### config.mk
export PLATFORM = sky130hd
export DESIGN_NAME = picorv_bus_fabric
export DESIGN_NICKNAME = d
export VERILOG_FILES = /design/src/rtl/picorv_bus_fabric.sv
export SDC_FILE = /design/constraint.sdc
export NUM_CORES = 1
export LEC_CHECK = 0
export CAP_MARGIN = 20
export CORE_MARGIN = 2
export CORE_UTILIZATION = 35
export CTS_BUF_LIST = sky130_fd_sc_hd__clkbuf_4 sky130_fd_sc_hd__clkbuf_8 sky130_fd_sc_hd__clkbuf_16
export DETAILED_ROUTE_END_ITERATION = 10
export GPL_ROUTABILITY_DRIVEN = 0
export GPL_TIMING_DRIVEN = 1
export PLACE_DENSITY_LB_ADDON = 0.15
export SYNTH_ARGS = -nofsm -noshare
export SYNTH_HDL_FRONTEND = slang
export SYNTH_SLANG_ARGS = --single-unit
### constraint.sdc
create_clock -name clk_i -period 2.6 [get_ports clk_i]
set_input_delay 0.78 -clock clk_i [delete_from_list [all_inputs] [get_ports clk_i]]
set_output_delay 0.78 -clock clk_i [all_outputs]
set_load 0.01 [all_outputs]
### src/rtl/picorv_bus_fabric.sv
// -----------------------------------------------------------------------------
// picorv_bus_fabric
//
// N-slave interconnect between the PicoRV32 native memory port and on-chip
// peripherals. A request is decoded by mask/base compare, the winning slave is
// selected with a registered one-hot s_sel, and the single-beat response
// (m_ready/m_rdata) is returned registered. A slave that never answers is cut
// off after TIMEOUT cycles, and an unmapped address is answered immediately
// with ERR_RDATA, so the CPU never hangs. Bus errors are captured in a sticky
// flag (err_irq) with the address of the first unacknowledged error.
//
// Optional build macro: BUS_ERR_COUNT_EN
//   defined   -> adds err_count[15:0], a saturating count of flagged errors
//   undefined -> no err_count port, behaviour otherwise identical
//
// Ports:
//   clk_i     in   1            system clock
//   rst_i     in   1            asynchronous active-high reset
//   m_valid   in   1            CPU mem_valid
//   m_addr    in   32           CPU mem_addr (also routed straight to slaves)
//   m_wstrb   in   4            CPU mem_wstrb, 0 = read (routed straight to slaves)
//   m_wdata   in   32           CPU mem_wdata (routed straight to slaves)
//   m_ready   out  1            CPU mem_ready, registered, one-cycle pulse
//   m_rdata   out  32           CPU mem_rdata, registered
//   s_sel     out  N_SLAVES     one-hot slave select, registered
//   s_ready   in   N_SLAVES     per-slave ready
//   s_rdata   in   N_SLAVES*32  per-slave read data, slave i at [32*i+31:32*i]
//   err_irq   out  1            sticky bus-error level for the CPU irq vector
//   err_addr  out  32           address of the first unacknowledged error
//   err_clr   in   1            single-cycle pulse clearing err_irq
//   err_count out  16           (BUS_ERR_COUNT_EN only) saturating error count
// -----------------------------------------------------------------------------
module picorv_bus_fabric #(
    parameter int                     N_SLAVES  = 4,
    parameter logic [N_SLAVES*32-1:0] SLV_BASE  = {N_SLAVES{32'h0}},
    parameter logic [N_SLAVES*32-1:0] SLV_MASK  = {N_SLAVES{32'hFFFF_FFFF}},
    parameter int                     TIMEOUT   = 255,
    parameter logic [31:0]            ERR_RDATA = 32'hDEAD_BEEF
) (
    input  logic                   clk_i,
    input  logic                   rst_i,
    input  logic                   m_valid,
    input  logic [31:0]            m_addr,
    input  logic [3:0]             m_wstrb,
    input  logic [31:0]            m_wdata,
    output logic                   m_ready,
    output logic [31:0]            m_rdata,
    output logic [N_SLAVES-1:0]    s_sel,
    input  logic [N_SLAVES-1:0]    s_ready,
    input  logic [N_SLAVES*32-1:0] s_rdata,
    output logic                   err_irq,
    output logic [31:0]            err_addr,
    input  logic                   err_clr
`ifdef BUS_ERR_COUNT_EN
    ,
    output logic [15:0]            err_count
`endif
);

    localparam int IDX_W = (N_SLAVES > 1) ? $clog2(N_SLAVES) : 1;
    // The counter only has to reach TIMEOUT-1.
    localparam int CNT_W = (TIMEOUT > 1) ? $clog2(TIMEOUT) : 1;
    localparam logic [CNT_W-1:0] CNT_LAST = (TIMEOUT > 0) ? CNT_W'(TIMEOUT - 1) : '0;

    typedef enum logic [1:0] {
        IDLE = 2'd0,
        BUSY = 2'd1,
        DONE = 2'd2
    } state_t;

    state_t              state, state_n;
    logic [IDX_W-1:0]    idx, idx_n;
    logic [CNT_W-1:0]    cnt, cnt_n;
    logic [N_SLAVES-1:0] sel_n;
    logic                ready_n;
    logic [31:0]         rdata_n;
    logic                err_evt;

    logic                hit_any;
    logic [IDX_W-1:0]    hit_idx;
    logic                sel_ready;
    logic [31:0]         sel_rdata;

    // Write data and strobes go straight to the slaves; the fabric itself
    // never inspects them.
    logic unused_inputs;
    assign unused_inputs = ^{m_wstrb, m_wdata};

    // Address decode. Scanning from the top index down lets the lowest
    // matching index overwrite the others, so it wins on overlapping windows.
    always_comb begin
        hit_any = 1'b0;
        hit_idx = '0;
        for (int i = N_SLAVES - 1; i >= 0; i--) begin
            if ((m_addr & SLV_MASK[32*i +: 32]) == SLV_BASE[32*i +: 32]) begin
                hit_any = 1'b1;
                hit_idx = IDX_W'(i);
            end
        end
    end

    // Only the latched slave's ready/data are ever looked at.
    assign sel_ready = s_ready[idx];
    assign sel_rdata = s_rdata[32*idx +: 32];

    always_comb begin
        state_n = state;
        idx_n   = idx;
        cnt_n   = cnt;
        sel_n   = s_sel;
        ready_n = 1'b0;
        rdata_n = m_rdata;
        err_evt = 1'b0;
        case (state)
            IDLE: begin
                if (m_valid) begin
                    if (hit_any) begin
                        idx_n   = hit_idx;
                        sel_n   = N_SLAVES'(1) << hit_idx;
                        cnt_n   = '0;
                        state_n = BUSY;
                    end else begin
                        rdata_n = ERR_RDATA;
                        ready_n = 1'b1;
                        err_evt = 1'b1;
                        state_n = DONE;
                    end
                end
            end
            BUSY: begin
                if (!m_valid) begin
                    // CPU withdrew the request: drop the slave quietly.
                    sel_n   = '0;
                    state_n = IDLE;
                end else if (sel_ready) begin
                    rdata_n = sel_rdata;
                    ready_n = 1'b1;
                    sel_n   = '0;
                    state_n = DONE;
                end else if (TIMEOUT != 0 && cnt == CNT_LAST) begin
                    rdata_n = ERR_RDATA;
                    ready_n = 1'b1;
                    sel_n   = '0;
                    err_evt = 1'b1;
                    state_n = DONE;
                end else begin
                    cnt_n = cnt + 1'b1;
                end
            end
            DONE: begin
                state_n = IDLE;
            end
            default: begin
                sel_n   = '0;
                state_n = IDLE;
            end
        endcase
    end

    always_ff @(posedge clk_i or posedge rst_i) begin
        if (rst_i) begin
            state <= IDLE;
        end else begin
            state <= state_n;
        end
    end

    always_ff @(posedge clk_i or posedge rst_i) begin
        if (rst_i) begin
            idx     <= '0;
            cnt     <= '0;
            s_sel   <= '0;
            m_ready <= 1'b0;
            m_rdata <= '0;
        end else begin
            idx     <= idx_n;
            cnt     <= cnt_n;
            s_sel   <= sel_n;
            m_ready <= ready_n;
            m_rdata <= rdata_n;
        end
    end

    // Sticky error capture. A new error beats a simultaneous clear and then
    // counts as the first error of the new window, so its address is taken.
    always_ff @(posedge clk_i or posedge rst_i) begin
        if (rst_i) begin
            err_irq  <= 1'b0;
            err_addr <= '0;
        end else if (err_evt) begin
            if (!err_irq || err_clr) begin
                err_irq  <= 1'b1;
                err_addr <= m_addr;
            end
        end else if (err_clr) begin
            err_irq <= 1'b0;
        end
    end

`ifdef BUS_ERR_COUNT_EN
    always_ff @(posedge clk_i or posedge rst_i) begin
        if (rst_i) begin
            err_count <= '0;
        end else if (err_evt) begin
            if (err_clr) begin
                err_count <= 16'd1;
            end else if (err_count != 16'hFFFF) begin
                err_count <= err_count + 16'd1;
            end
        end else if (err_clr) begin
            err_count <= '0;
        end
    end
`endif

endmodule
# Yosys cells after proc, flatten, opt, wreduce, memory -nomap -nowiden
# Cells that the tools add are included.
# op_classes
add_sub_neg,1
eq_ne,12
muxes,37
n_bitwise,1
n_reduce_logical,12
# ops
cell,count
$mux W32,5
$pmux W32 S2,1
$mux W8,5
$logic_not A32 Y1,1
$mux W4,5
$pmux W8 S2,1
$ne A2 B2 Y1 const B,6
$pmux W4 S3,1
$mux W1,11
$mux W2,5
$add A8 B1 Y8 const B,1
$eq A8 B8 Y1 const B,1
$reduce_and A2 Y1,3
$reduce_and A6 Y1,1
$reduce_and A5 Y1,1
$ne A4 B4 Y1 const B,1
$pmux W1 S2,2
$pmux W2 S2,1
$reduce_and A4 Y1,1
$reduce_bool A2 Y1,2
$ne A3 B3 Y1 const B,1
$eq A2 B1 Y1 const B,1
$eq A2 B2 Y1 const B,1
$logic_not A2 Y1,1
other kinds (4),4
# word_totals
regBits,80
in_bits,204
output_inout_bits,70
elab_cells,70

# Depth between registers and ports, before layout
# Gate-level depths: netlist of run 1.
# depth
ltp_word,7
mapped_depth,8
ltp_nobuf,6

# Worst setup path after synthesis of run 1
# OpenSTA, ideal clock, no wires.
# synth_timing
path_kind,input-to-reg
start,input port m_addr[26]
end,register m_rdata[18]
setup_ns,0.125
t_arrival_ns,1.926
required_time_ns,2.475
slack_ns,0.548
path_stages,5
n_path_buf,1
cell_sequence,nor4_2 > nand4_2 > nor3_2 > buf_2 > o21ai_1
# synth_between
elab_chain_cells,4
# synth_lines
element,line,text
"start, declared",43,"input logic [31:0] m_addr,"
$logic_not A32 Y1,95,if ((m_addr & SLV_MASK[32*i +: 32]) == SLV_BASE[32*i +: 32]) begin
$mux W1,95,
$ne A2 B2 Y1 (no source line),-,
$reduce_and A5 Y1 (no source line),-,
"end signal, assigned",180,m_rdata <= rdata_n;
"end, declared",47,"output logic [31:0] m_rdata,"
# Every way passes these cells.
# A chain may end at the register's enable or synchronous reset.

# Worst setup path in the final report of run 1
# layout_timing
start,input port m_addr[8]
end,register m_rdata[24]
# The elaborated chain is that of the path after synthesis.

==> flow_summary.json, run 1 <==
{
  "status": "completed",
  "grt_pass1_vias": 4488,
  "cts_resized": 0,
  "finalCriticalPeriod_ns": 2.346,
  "slowest_stage": "or3_1",
  "clock.fmax_mhz": 426.3,
  "wl_met1_um": 6424,
  "min_path_cells": 2,
  "die_area_um2": 14340,
  "hold_buffers": 0,
  "nets": 853,
  "syn_inst": 511,
  "grt_usage": 0.1995,
  "max_stage_delay_ns": 0.53,
  "cts.sinks": 77,
  "rrSetupSlack_ns": 0.73,
  "initial_utilization": 0.3570,
  "post_cts_buffers": 0,
  "drive_gt1_frac": 0.1457,
  "syn_to_final_growth_pct": 44.05,
  "vias": 4526,
  "crit_path_end_kind": "flop",
  "min_from": "m_rdata[16]",
  "place_hpwl_um": 9329,
  "clk_latency_ns": 0.34,
  "crit_type": "input port to flop",
  "timing_hold_violations_final": 0,
  "pin_count": 274,
  "ys_ff_latch": 77,
  "ctsLongestPathBuffers": 2,
  "cts_root_buf": "clkbuf_16",
  "ys_warn_count": 0,
  "drt-initial-drc-count": 318,
  "dp_cells": 812,
  "final_cell_area_um2": 6755,
  "drv_slew": 0,
  "dr_wl_met3_um": 544,
  "critPathMaxFanout": 8,
  "grt_max_degree": 78,
  "p_leak_nw": 2.642,
  "portBuffers": 135,
  "synthTopCellsByArea": "dfrtp_1, a41oi_1, nand2_1",
  "fillers": 1196,
  "grt_overflow_total": 0,
  "cp_num_buf_inv": 1,
  "h-tree-depth": 3,
  "numCtsBuffers": 9,
  "die_w_um": 119.8,
  "via_per_inst": 5.466,
  "synth_common_cells": "dfrtp_1, nand2_1, o21ai_0",
  "rsz0062_at_grt": "false",
  "final_cell_count_no_fill": 828,
  "tightest_slew_ns": 0.6230,
  "fin_crit_sh": 0.9023,
  "ant_nets": 0,
  "arrival_ns": 2.60,
  "synth_most_common_cell": "dfrtp_1",
  "first_pass_iters": 4,
  "grt_pass1_wl_um": 22830,
  "wl_um": 13880,
  "rr_worst_depth": 7,
  "synth_top_area_frac": 0.4109,
  "fp.coreArea_um2": 13140,
  "rows": 42,
  "diodes": 0,
  "power_density_nw_per_um2": 539.8,
  "setup_viol": 0,
  "reg2reg_to": "err_addr[22]",
  "clkTransAtPathRegs_ns": 0.06,
  "wl_per_cell_um": 16.76,
  "wl_met2_um": 6617,
  "top_layer": "met4",
  "irDropWorstVdd_v": 0.0002567,
  "hp-class": "flop to flop",
  "r2r_start": "cnt[0]",
  "drcViolationCount": 0,
  "design_power_total_mw": 3.647,
  "antenna_found_initial": 0,
  "startpoint": "m_addr[8]",
  "synthFlopType": "dfrtp_1",
  "hold-path-endpoint": "m_rdata[16]",
  "maxCapViolCount": 0,
  "syn-cell-area_um2": 4689,
  "async_flop_share": 1.000,
  "avgSynthCellArea_um2": 9.177,
  "chipHeight_um": 119.8,
  "yosysSeqAreaShare": 0.4109,
  "yosysTopAreaCell": "dfrtp_1",
  "critPathLaunchType": "input port",
  "path_cells": "clkdlybuf4s50_1 > nor4_2 > nand4_1 > or3_1 > a31oi_1",
  "slew_headroom": 0.5819,
  "dpl_cell_area_um2": 6439,
  "path_delay_family": "simple AND/OR/NAND/NOR gates",
  "synth_edf_count": 0,
  "cts_tree": "done",
  "ys_types": 48,
  "required_ns": 2.86,
  "clock_skew_ns": 0.005490
}
[worst max path at each step]
stage / cells past startpoint / endpoint
6_report: 5 / m_rdata[24]
2_1_floorplan: 5 / m_rdata[18]
5_1_grt: 5 / m_rdata[29]
3_5_place_dp: 5 / m_rdata[24]
3_3_place_gp: 5 / m_rdata[17]
4_1_cts: 5 / m_rdata[24]
[where the power goes]
group | internal (mW) | leakage [nW] | switching [mW]
Sequential | 1.31 | 0.866 | 0.118
Combinational | 0.518 | 1.62 | 0.357
Clock | 0.832 | 0.155 | 0.508
Total | 2.66 | 2.64 | 0.983
[metrics by stage]
stage | utilization | setup slack [ns] | setup TNS [ns] | hold slack (ns)
after floorplan | - | 0.5484 | 0 | 0.5151
after global placement | 0.4901 | -0.07462 | -0.6352 | 0.4926
after detailed placement | 0.4901 | -0.1289 | -1.155 | 0.4997
after CTS | 0.5142 | 0.2238 | 0 | 0.5140
after global routing | 0.5142 | 0.08343 | 0 | 0.5312
final | 0.5142 | 0.2541 | 0 | 0.5086
[cells by family (layout without fill, tap and decap cells)]
family | count (synthesis) | after routing | share of synthesized area
compound gates | 156 | 156 | 0.2225
fa+ha+maj | 2 | 2 | 0.005335
mux | 33 | 33 | 0.08618
flops | 77 | 77 | 0.4109
simple gates | 191 | 191 | 0.2220
other cells | 1 | 3 | 0.0007997
buf+inv | 51 | 190 | 0.05230
[placed cells by master (no fill, tap or decap), types with 3 or more instances in the layout]
cell	instances
nand3_1	4
mux2_4	9
a31oi_1	9
conb_1	3
or4_1	3
a41oi_1	32
o21ai_1	19
clkbuf_16	9
and2_1	32
clkdlybuf4s50_1	135
nand2_1	69
o31ai_1	3
clkbuf_8	3
nor4_2	8
mux2_2	15
buf_4	26
o21ai_0	34
a21oi_1	18
mux2_1	8
or3_1	26
buf_12	10
dfrtp_1	77
nand2b_1	3
nor2_1	25
and4_1	3
o211ai_1	32
[flip-flops by register name (all words and copies together) (netlist names)]
| register | cells |
|---|---|
| state | 2 |
| err_addr | 32 |
| cnt | 8 |
| s_sel | 1 |
| m_ready | 1 |
| m_rdata | 32 |
| err_irq | 1 |
[metal layers]
| metal | GRT usage | vias up |
|---|---|---|
| li1 | - | 2165 |
| met1 | 0.2652 | 2247 |
| met2 | 0.3261 | 95 |
| met3 | 0.03422 | 19 |
| met4 | 0.07500 | 0 |
| met5 | 0 | - |
[tightest hold or removal path, delay by kind of cell (launching register included)]
family	cells	cell delay, ns
flip-flops	1	0.33
AO/OA/AOI/OAI	2	0.14
[final cells by class]
type	instances	area, um2	share of cell area
clock inverter	3	42.54	0.006297
timing repair buffer	171	1747	0.2586
clock buffer	13	274.0	0.04056
inverter	3	15.01	0.002223
multi-input combinational	385	2530	0.3745
tap	176	220.2	0.03260
sequential	77	1927	0.2852
Note: power is estimated with default switching activity, not from simulation.
==> run 2, diff against run 1 <==
--- a/config.mk
+++ b/config.mk
@@ -5,14 +5,15 @@
 export SDC_FILE = /design/constraint.sdc
 export NUM_CORES = 1
 export LEC_CHECK = 0
+export ABC_CLOCK_PERIOD_IN_PS = 2600
 export CAP_MARGIN = 20
 export CORE_MARGIN = 2
 export CORE_UTILIZATION = 35
 export CTS_BUF_LIST = sky130_fd_sc_hd__clkbuf_4 sky130_fd_sc_hd__clkbuf_8 sky130_fd_sc_hd__clkbuf_16
 export DETAILED_ROUTE_END_ITERATION = 10
-export GPL_ROUTABILITY_DRIVEN = 0
 export GPL_TIMING_DRIVEN = 1
 export PLACE_DENSITY_LB_ADDON = 0.15
+export RECOVER_POWER = 100
 export SYNTH_ARGS = -nofsm -noshare
 export SYNTH_HDL_FRONTEND = slang
 export SYNTH_SLANG_ARGS = --single-unit
==> flow_summary.json, run 2 (synthesized netlist as in run 1, its figures left out) <==
{
  "status": "completed",
  "path_cells": "dlygate4sd3_1 > or3b_2 > clkbuf_4 > nand2_1 > mux2_2 > o211ai_1",
  "place_hpwl_um": 9329,
  "slew_headroom": 0.2526,
  "via_per_inst": 5.458,
  "drcViolationCount": 0,
  "ctsLongestPathBuffers": 2,
  "dpl_cell_area_um2": 6439,
  "rr_worst_depth": 5,
  "final_core_util": 0.5077,
  "hp-class": "flop to flop",
  "grt_pass1_wl_um": 22830,
  "initial_utilization": 0.3570,
  "layout_commonest_cell": "dfrtp_1",
  "p_leak_nw": 2.539,
  "drt-initial-drc-count": 325,
  "required_ns": 2.80,
  "post_cts_buffers": 0,
  "power_density_nw_per_um2": 534.5,
  "cts.sinks": 77,
  "maxCapViolCount": 0,
  "portBuffers": 135,
  "rows": 42,
  "slowest_stage": "dlygate4sd3_1",
  "gp_congestion": 0.7909,
  "fillers": 1216,
  "antenna_found_initial": 0,
  "cts_resized": 0,
  "crit_path_end_kind": "flop",
  "fp.coreArea_um2": 13140,
  "timing_hold_violations_final": 0,
  "ant_nets": 0,
  "setup_ws_ns": 0.1889,
  "chipHeight_um": 119.8,
  "drv_slew": 0,
  "wl_per_cell_um": 16.65,
  "h-tree-depth": 3,
  "hold_buffers": 0,
  "r2r_start": "state[0]",
  "arrival_ns": 2.61,
  "hold-path-endpoint": "m_rdata[27]",
  "rrSetupSlack_ns": 0.70,
  "clock_skew_ns": 0.005276,
  "clock.fmax_mhz": 414.8,
  "grt_overflow_total": 0,
  "grt_usage": 0.1995,
  "grt_max_degree": 78,
  "syn_to_final_growth_pct": 42.24,
  "drive_gt1_frac": 0.1258,
  "critPathLaunchType": "input port",
  "fin_crit_sh": 0.9273,
  "die_w_um": 119.8,
  "min_from": "m_rdata[27]",
  "grt_pass1_vias": 4488,
  "reg.largest.list": "err_addr: 32 flops, m_rdata: 32 flops, cnt: 8 flops",
  "clk_latency_ns": 0.34,
  "nets": 853,
  "final_cell_area_um2": 6670,
  "wl_um": 13790,
  "pre_cts_ws_ns": -0.1289,
  "crit_type": "input port to flop",
  "first_pass_iters": 4,
  "irDropWorstVdd_v": 0.0002551,
  "startpoint": "m_valid",
  "clkTransAtPathRegs_ns": 0.06,
  "vias": 4519,
  "diodes": 0,
  "cts_tree": "done",
  "critPathMaxFanout": 34,
  "final_cell_mix": "dfrtp_1, nand2_1, dlygate4sd3_1, clkdlybuf4s50_1, o21ai_0",
  "min_path_cells": 2,
  "setup_viol": 0,
  "rsz0062_at_grt": "false",
  "cts_root_buf": "clkbuf_16",
  "pin_count": 274,
  "reg2reg_to": "err_addr[22]",
  "tightest_slew_ns": 1.121,
  "max_stage_delay_ns": 0.57,
  "finalCriticalPeriod_ns": 2.411,
  "numCtsBuffers": 9,
  "die_area_um2": 14340
}
-- run 2: layout make-up --
| type | instances | area (um2) | share of cell area |
|---|---|---|---|
| Tap cell | 176 | 220.2 | 0.03301 |
| Timing Repair Buffer | 171 | 1710 | 0.2564 |
| Inverter | 3 | 15.01 | 0.002251 |
| Clock buffer | 13 | 274.0 | 0.04108 |
| Sequential cell | 77 | 1927 | 0.2889 |
| Clock inverter | 3 | 42.54 | 0.006378 |
| Multi-Input combinational cell | 385 | 2481 | 0.3720 |
-- run 2: worst max-delay path by stage --
stage                    to  slack (ns)  cells past startpoint
6_report       err_addr[22]        0.19                      6
5_1_grt            s_sel[0]        0.05                      7
4_1_cts         m_rdata[24]        0.22                      5
3_5_place_dp    m_rdata[24]       -0.13                      5
3_3_place_gp    m_rdata[17]       -0.07                      5
2_1_floorplan   m_rdata[18]        0.55                      5
-- run 2: per-layer routing --
layer	GRT usage	share of wire	vias up
li1	-	-	2165
met1	0.2652	0.47	2241
met2	0.3261	0.47	92
met3	0.03422	0.037	21
met4	0.07500	0.022	0
met5	0	0	-
-- run 2: metrics by stage --
stage | setup TNS [ns] | std cells | total power, mW | hold slack, ns
finish | 0 | 828 | 3.565 | 0.5005
global route | 0 | 828 | 3.744 | 0.5262
CTS | 0 | 828 | 3.682 | 0.5140
detailed placement | -1.155 | 812 | 2.333 | 0.4997
global placement | -0.6352 | 812 | 2.294 | 0.4926
floorplan | 0 | 513 | 1.844 | 0.5151
-- run 2: report_power, final --
part | internal (mW) | switching (mW) | total [mW] | leakage, nW
Sequential | 1.31 | 0.112 | 1.43 | 0.866
Combinational | 0.448 | 0.352 | 0.800 | 1.52
Clock | 0.832 | 0.507 | 1.34 | 0.155
Total | 2.59 | 0.971 | 3.57 | 2.54
-- run 2: critical path, delay by kind of cell --
family / cells / cell delay (ns)
compound gates: 1 / 0.10
buf+inv: 2 / 0.91
mux: 1 / 0.15
simple gates: 2 / 0.67
